--- src/rtl/bin2bcd_serial_pkg.sv ---
// Shared definitions for the serial binary-to-BCD converter.
package bin2bcd_serial_pkg;

    // Default geometry: a 36-bit cycle count needs 11 decimal digits,
    // and a 6-bit counter is enough to count 36 iterations.
    localparam int DEF_BIN_W  = 36;
    localparam int DEF_DIGITS = 11;
    localparam int DEF_CNT_W  = 6;

    // Converter states; the done pulse is a register, not a state.
    typedef enum logic {
        IDLE  = 1'b0,
        SHIFT = 1'b1
    } state_t;

endpackage

--- src/rtl/bin2bcd_serial_bcd_add3_digit.sv ---
// One-digit double-dabble correction: digits of 5 or more get 3 added
// so that the following left shift carries correctly into the next digit.
module bcd_add3_digit (
    input  logic [3:0] i_digit,
    output logic [3:0] o_digit
);

    // The input is a valid BCD digit, so the sum never exceeds 12.
    always_comb begin
        o_digit = i_digit;
        if (i_digit >= 4'd5) begin
            o_digit = i_digit + 4'd3;
        end
    end

endmodule

--- src/rtl/bin2bcd_serial.sv ---
// Serial double-dabble converter: one correct-and-shift iteration per clock,
// with a start/busy/done handshake and a result register that only changes
// when a conversion completes, so downstream display paging stays coherent.
module bin2bcd_serial
    import bin2bcd_serial_pkg::*;
#(
    parameter int BIN_W  = DEF_BIN_W,
    parameter int DIGITS = DEF_DIGITS,
    parameter int CNT_W  = DEF_CNT_W
) (
    input  logic                  Clk,
    input  logic                  reset_n,
    input  logic                  start,
    input  logic [BIN_W-1:0]      data,
    output logic                  busy,
    output logic                  done,
    output logic [4*DIGITS-1:0]   bcd_out
);

    state_t                r_state;
    logic [BIN_W-1:0]      r_binSr;
    logic [4*DIGITS-1:0]   r_scratch;
    logic [CNT_W-1:0]      r_cnt;
    logic                  r_busy;
    logic                  r_done;
    logic [4*DIGITS-1:0]   r_bcd;

    logic [4*DIGITS-1:0]   w_corrected;
    logic [4*DIGITS-1:0]   w_shifted;

    // Every scratch digit is corrected in parallel before the shift.
    for (genvar g = 0; g < DIGITS; g++) begin : g_digit
        bcd_add3_digit u_add3 (
            .i_digit (r_scratch[4*g +: 4]),
            .o_digit (w_corrected[4*g +: 4])
        );
    end

    // The corrected scratch shifts left, taking the binary MSB into bit 0.
    assign w_shifted = {w_corrected[4*DIGITS-2:0], r_binSr[BIN_W-1]};

    // Handshake FSM, iteration counter, shift registers and result register.
    always_ff @(posedge Clk or negedge reset_n) begin
        if (!reset_n) begin
            r_state   <= IDLE;
            r_binSr   <= '0;
            r_scratch <= '0;
            r_cnt     <= '0;
            r_busy    <= 1'b0;
            r_done    <= 1'b0;
            r_bcd     <= '0;
        end else begin
            case (r_state)
                IDLE: begin
                    r_done <= 1'b0;
                    if (start) begin
                        r_binSr   <= data;
                        r_scratch <= '0;
                        r_cnt     <= CNT_W'(BIN_W);
                        r_busy    <= 1'b1;
                        r_state   <= SHIFT;
                    end
                end
                SHIFT: begin
                    r_scratch <= w_shifted;
                    r_binSr   <= {r_binSr[BIN_W-2:0], 1'b0};
                    r_cnt     <= r_cnt - CNT_W'(1);
                    if (r_cnt == CNT_W'(1)) begin
                        r_bcd   <= w_shifted;
                        r_done  <= 1'b1;
                        r_busy  <= 1'b0;
                        r_state <= IDLE;
                    end else begin
                        r_done  <= 1'b0;
                    end
                end
                default: begin
                    r_state <= IDLE;
                    r_busy  <= 1'b0;
                    r_done  <= 1'b0;
                end
            endcase
        end
    end

    assign busy    = r_busy;
    assign done    = r_done;
    assign bcd_out = r_bcd;

endmodule

--- config.mk ---
export PLATFORM = sky130hd
export DESIGN_NAME = bin2bcd_serial
export DESIGN_NICKNAME = d
export VERILOG_FILES = /design/src/rtl/bin2bcd_serial_pkg.sv /design/src/rtl/bin2bcd_serial_bcd_add3_digit.sv /design/src/rtl/bin2bcd_serial.sv
export SDC_FILE = /design/constraint.sdc
export NUM_CORES = 1
export LEC_CHECK = 0
export CORE_MARGIN = 2
export CORE_UTILIZATION = 50
export CTS_CLUSTER_SIZE = 14
export DETAILED_ROUTE_END_ITERATION = 8
export HOLD_SLACK_MARGIN = 0.06
export PLACE_DENSITY = 0.82
export SLEW_MARGIN = 20
export SYNTH_ARGS = -nofsm -noshare
export SYNTH_HDL_FRONTEND = slang
export SYNTH_SLANG_ARGS = --single-unit
--- constraint.sdc ---
create_clock -name Clk -period 1.6 [get_ports Clk]
set_input_delay 0.32 -clock Clk [delete_from_list [all_inputs] [get_ports Clk]]
set_output_delay 0.32 -clock Clk [all_outputs]
set_load 0.03 [all_outputs]
Word-level counts from Yosys, hierarchy flattened --
Cells that the tools add are included.
Word-level totals: ROM bits 0, bits in writable memories 0, output and inout bits 46, register bits 133, memories kept 0, word-level logic and storage cells 61, bits in latches 0
Cells by class: muxes and demuxes 25, divide/modulo/power cells 0, multiply operators 0, reduce and logical (&&, ||, !) cells 2, bitwise logic cells 1, shifts and indexed selects 0, $add $sub $neg 12, magnitude comparators 11, equality and inequality tests 3
Operators by type and width (count):
- one-hot mux 44 bit (2 select lines) | 1
- one-hot mux 36 bit (2 select lines) | 1
- greater-or-equal comparator 4 x 3 -> 1 bit, second input constant | 11
- two-way mux 44 bit | 1
- adder 4 x 2 -> 4 bit, second input constant | 10
- two-way mux 4 bit | 10
- two-way mux 36 bit | 1
- one-hot mux 6 bit (2 select lines) | 1
- == test 6 x 1 -> 1 bit, second input constant | 1
- two-way mux 6 bit | 1
- one-hot mux 1 bit (2 select lines) | 3
- subtractor 6 x 1 -> 6 bit, second input constant | 1
- two-way mux 1 bit | 5
- AND reduction 2 bit | 2
- adder 3 x 2 -> 3 bit, second input constant | 1
- two-way mux 3 bit | 1
- != test 2 x 1 -> 1 bit, second input constant | 1
- != test 2 bit, second input constant | 1
- NOT 1 bit | 1

Logic depth before layout (Yosys ltp) --
depth in word-level cells 3, depth in mapped cells 7, depth with buffers taken out 6

Modules after synthesis --
A second synthesis with hierarchy kept.
Second synthesis, totals: cell total of the unflattened synthesis 559, area, all modules 6498.7 sq um
Modules (own cells, without submodules):
- bin2bcd_serial | instances 1, area each 5383.9 sq um, sequential area each 3328.2 sq um, cells an instance 383
- bcd_add3_digit | instances 11, area each 101.3 sq um, sequential area each 0.0 sq um, cells an instance 16

Least setup slack after synthesis --
No wires, ideal clock.
path kind register to register, from register r_cnt[1], to register r_bcd[10] (netlist: bcd_out[10]), slack 0.042 ns, clock period less this slack 1.558 ns, arrival time 1.433 ns, buffers on the path 1, stages on the path, launching flop included 8, data required time 1.475 ns, cell sequence dfrtp_1 > inv_1 > ha_1 > and4bb_4 > nand2_8 > inv_6 > buf_12 > mux2_4
Between the ends: word-level cells in the longest chain between the ends 2
Ends and longest elaborated chain:
- from (decl) | line bin2bcd_serial.sv:23 | logic [CNT_W-1:0] r_cnt;
- from (signal assigned) | line bin2bcd_serial.sv:59 | r_cnt <= CNT_W'(BIN_W);
- from (signal assigned) | line bin2bcd_serial.sv:67 | r_cnt <= r_cnt - CNT_W'(1);
- == test 6 x 1 -> 1 bit | line bin2bcd_serial.sv:68 | if (r_cnt == CNT_W'(1)) begin
- AND reduction 2 bit (no source line)
- to (signal assigned) | line bin2bcd_serial.sv:69 | r_bcd <= w_shifted;
- to (decl) | line bin2bcd_serial.sv:26 | logic [4*DIGITS-1:0] r_bcd;
Every way passes these cells. A chain may end at the register's enable or synchronous reset.

Worst setup path after layout --
from register r_cnt[1], to register r_bcd[41] (netlist: bcd_out[41])
Same word-level chain as after synthesis.

==> run summary <==
Combinational share of power -> 0.442
Die area -> 0.0139 mm^2
RSZ-0062 raised after global routing -> true
Cell Rows -> 41
FF-to-FF End -> bcd_out[41]$_DFFE_PN0P_
Die Ht -> 118 um
Int Power -> 10.7 mW
Status -> complete, but fails checks
Post-synth EDFFs -> 0
Post-Syn Instances -> 593
Largest net degree at the start of global routing -> 54
Clk pwr share -> 0.215
H-Tree Depth -> 4
Failing checks -> negative setup slack
Crit path from -> r_cnt[1]$_DFFE_PN0P_
DRT Wirelength -> 14200 um
Diodes inserted -> 0
Max Slew Vio Count -> 0
Crit share post-route -> 1.01
Max_slew headroom -> 0.739
Synth warn -> 0
Hold/Removal Path Class -> input pin to register
Vias in the first global route -> 4819
Synth Flop Type -> dfrtp_1
Clock Pin Slew Worst Setup and Hold Paths -> 0.06 ns
Wirelength per Cell -> 16.2 um
Crit path required time -> 1.90 ns
Setup ws final -> -0.0191 ns
Clock buffer depth -> 2
End of the critical path -> bcd_out[41]$_DFFE_PN0P_
Most frequent cells in the layout -> dfrtp_1 (130), nand2_1 (70), o21ai_0 (67), mux2i_1 (55), dlygate4sd2_1 (45)
Layout cell share with drive strength beyond 1 -> 0.168
Clock Skew -> 0.0111 ns
CTS buffer count -> 17
Die span in x -> 118 um
Critical Path Fanout Max -> 7
Total number of vias -> 4717
Synth cell types -> 29
Synth Area per Inst -> 11.0 um^2
Drt drc -> 0
All-Layer GR Usage -> 0.205
Reg2Reg Depth -> 7
TritonCTS clock tree -> yes
Async SR Flop Fraction -> 1.00
Antenna violations before repair -> 0
Crit path launch type -> register
Worst-Skew Late Latency -> 0.42 ns
Switching Share -> 0.379
Reg-to-Reg Start -> r_cnt[1]$_DFFE_PN0P_
CORE AREA -> 0.0127 mm^2
Syn nets -> 656
Worst vdd ir -> 915 uV
First-pass GRT wire length -> 22900 um
Synthesis-to-finish area growth -> 29.2%
WP data arrival -> 1.92 ns
Crit Path Class -> register to register
1st-iter DRT viols -> 292
Clk sink count -> 133
DR vias/cell -> 5.35
IO buf count -> 84
Final hold slack -> 0.315 ns
P_sw -> 6.50 mW
DP Worst Slack -> -0.0222 ns
Element type at the critical path end -> register
Post-DP HPWL -> 9400 um
Slew @ Worst Pin -> 0.387 ns
DRT antenna net count -> 0
Tmin final -> 1.62 ns
Final Net Count -> 761
Fill count -> 973
Final Wtd Congestion -> 0.819
I/O Pins -> 85
First-pass DRT Iterations -> 4
Final Non-Filler Cells -> 881
Reg2Reg Setup Slack -> -0.02 ns
Grt total ovfl -> 0
Placed Cells -> 846
Finished Core Util -> 0.662
Final setup viols -> 15
Register bit total from synthesis -> 133
Power Dens Cells -> 2040 mW/mm^2
Max Freq -> 0.618 GHz
Root Driver -> clkbuf_16
LEAKAGE -> 4.14 nW
Max-Cap Viols -> 0
Sequential cell area fraction in the yosys report -> 0.512
Synthesized area -> 0.00650 mm^2
Register share of total power -> 0.343
Fin. Hold Viols -> 0
Starting Density -> 0.513
Commonest non-fill, non-tap cell in the layout -> dfrtp_1
[layer usage]
metal	wire length, um	global-route usage	vias to the layer above
met5	0	0	-
met4	121	0.0542	0
met3	739	0.0688	15
met2	7180	0.344	110
met1	6190	0.254	2330
li1	-	-	2262
[how the worst min path moves through the flow]
stage                 start                   endpoint  cells after the start
floorplan           reset_n     bcd_out[0]$_DFFE_PN0P_                      0
global placement    reset_n     bcd_out[1]$_DFFE_PN0P_                      1
detailed placement  reset_n  r_scratch[12]$_DFFE_PN0P_                      1
CTS                   start          r_state$_DFF_PN0_                      3
global route          start  r_scratch[17]$_DFFE_PN0P_                      3
finish                start          r_state$_DFF_PN0_                      3
[stage by stage]
| stage | power [mW] | TNS [ns] | area, um^2 |
|---|---|---|---|
| final | 17.2 | -0.0921 | 8390 |
| after floorplan | 10.8 | 0 | 6500 |
| after global routing | 18.3 | -0.971 | 8390 |
| after global placement | 12.8 | 0 | 7690 |
| after CTS | 16.8 | -0.0725 | 8230 |
| after detailed placement | 13.2 | -0.168 | 7690 |
[cell type report]
type                    count  area, um^2  area share
inverters                  26         110      0.0131
multi-input cells         403        3000       0.357
repair buffers            117        1170       0.139
well taps                 172         215      0.0256
clock inverters             3        42.5     0.00507
clock buffers              27         523      0.0623
flip-flops and latches    133        3330       0.397
[synthesized netlist by cell type (2+ instances only)]
master / number / area share
nor2_1: 14 / 0.0081
inv_1: 25 / 0.014
dfrtp_1: 133 / 0.51
and2_1: 9 / 0.0087
buf_2: 13 / 0.010
a21oi_1: 33 / 0.025
xnor2_1: 13 / 0.018
clkbuf_1: 13 / 0.0075
a21o_1: 24 / 0.028
nand2_1: 70 / 0.040
nor3_1: 12 / 0.0092
mux2_2: 6 / 0.010
a22o_1: 18 / 0.024
buf_4: 3 / 0.0035
nand2b_1: 12 / 0.012
o31ai_1: 2 / 0.0023
ha_1: 24 / 0.046
o21ai_0: 67 / 0.052
buf_12: 2 / 0.0062
mux2i_1: 60 / 0.092
nor3b_1: 15 / 0.017
mux2_4: 18 / 0.042
[sequential cells by signal, indices dropped and copies added, names as in the netlist]
signal,count
r_cnt,6
bcd_out,44
r_state,1
r_binSr,36
r_scratch,44
done,1
busy,1
[worst max-delay path, stage by stage, from the launching register on]
cell and delay, ns:
dfrtp_1 0.39, inv_2 0.09, ha_4 0.13, and4bb_4 0.27, nand2_8 0.08, clkinv_8 0.10, clkbuf_16 0.15, mux2_4 0.30
[kinds of logic (layout without fill, tap and decap cells)]
kind of cell | after synthesis | in the layout | share of synthesized area
adders and majority gates | 24 | 24 | 0.0462
muxes | 84 | 84 | 0.144
DFF | 133 | 133 | 0.512
buffers and inverters | 57 | 173 | 0.0429
AOI/OAI and AO/OA | 146 | 146 | 0.133
and+or+nand+nor | 136 | 136 | 0.103
xor gates and xnor gates | 13 | 13 | 0.0175
[repair_timing]
item                                   4_1_cts  5_1_grt
setup buffers                                0        2
gates cloned                                 0        2
hold buffers                                 1        0
resized for setup                           53       32
endpoints found under the hold margin       27        0
setup endpoints to repair                   69       37
pin swaps                                    0       10
[power by group through the flow]
stage	Sequential [mW]	Combinational, mW	Clock, mW
5_1_grt	6.05	8.31	3.91
4_1_cts	5.81	7.23	3.76
3_5_place_dp	5.83	7.41	0
3_3_place_gp	5.76	7.05	0
2_1_floorplan	6.50	4.32	0
6_report	5.88	7.57	3.70
No activity file was read; power rests on OpenSTA's default activity.
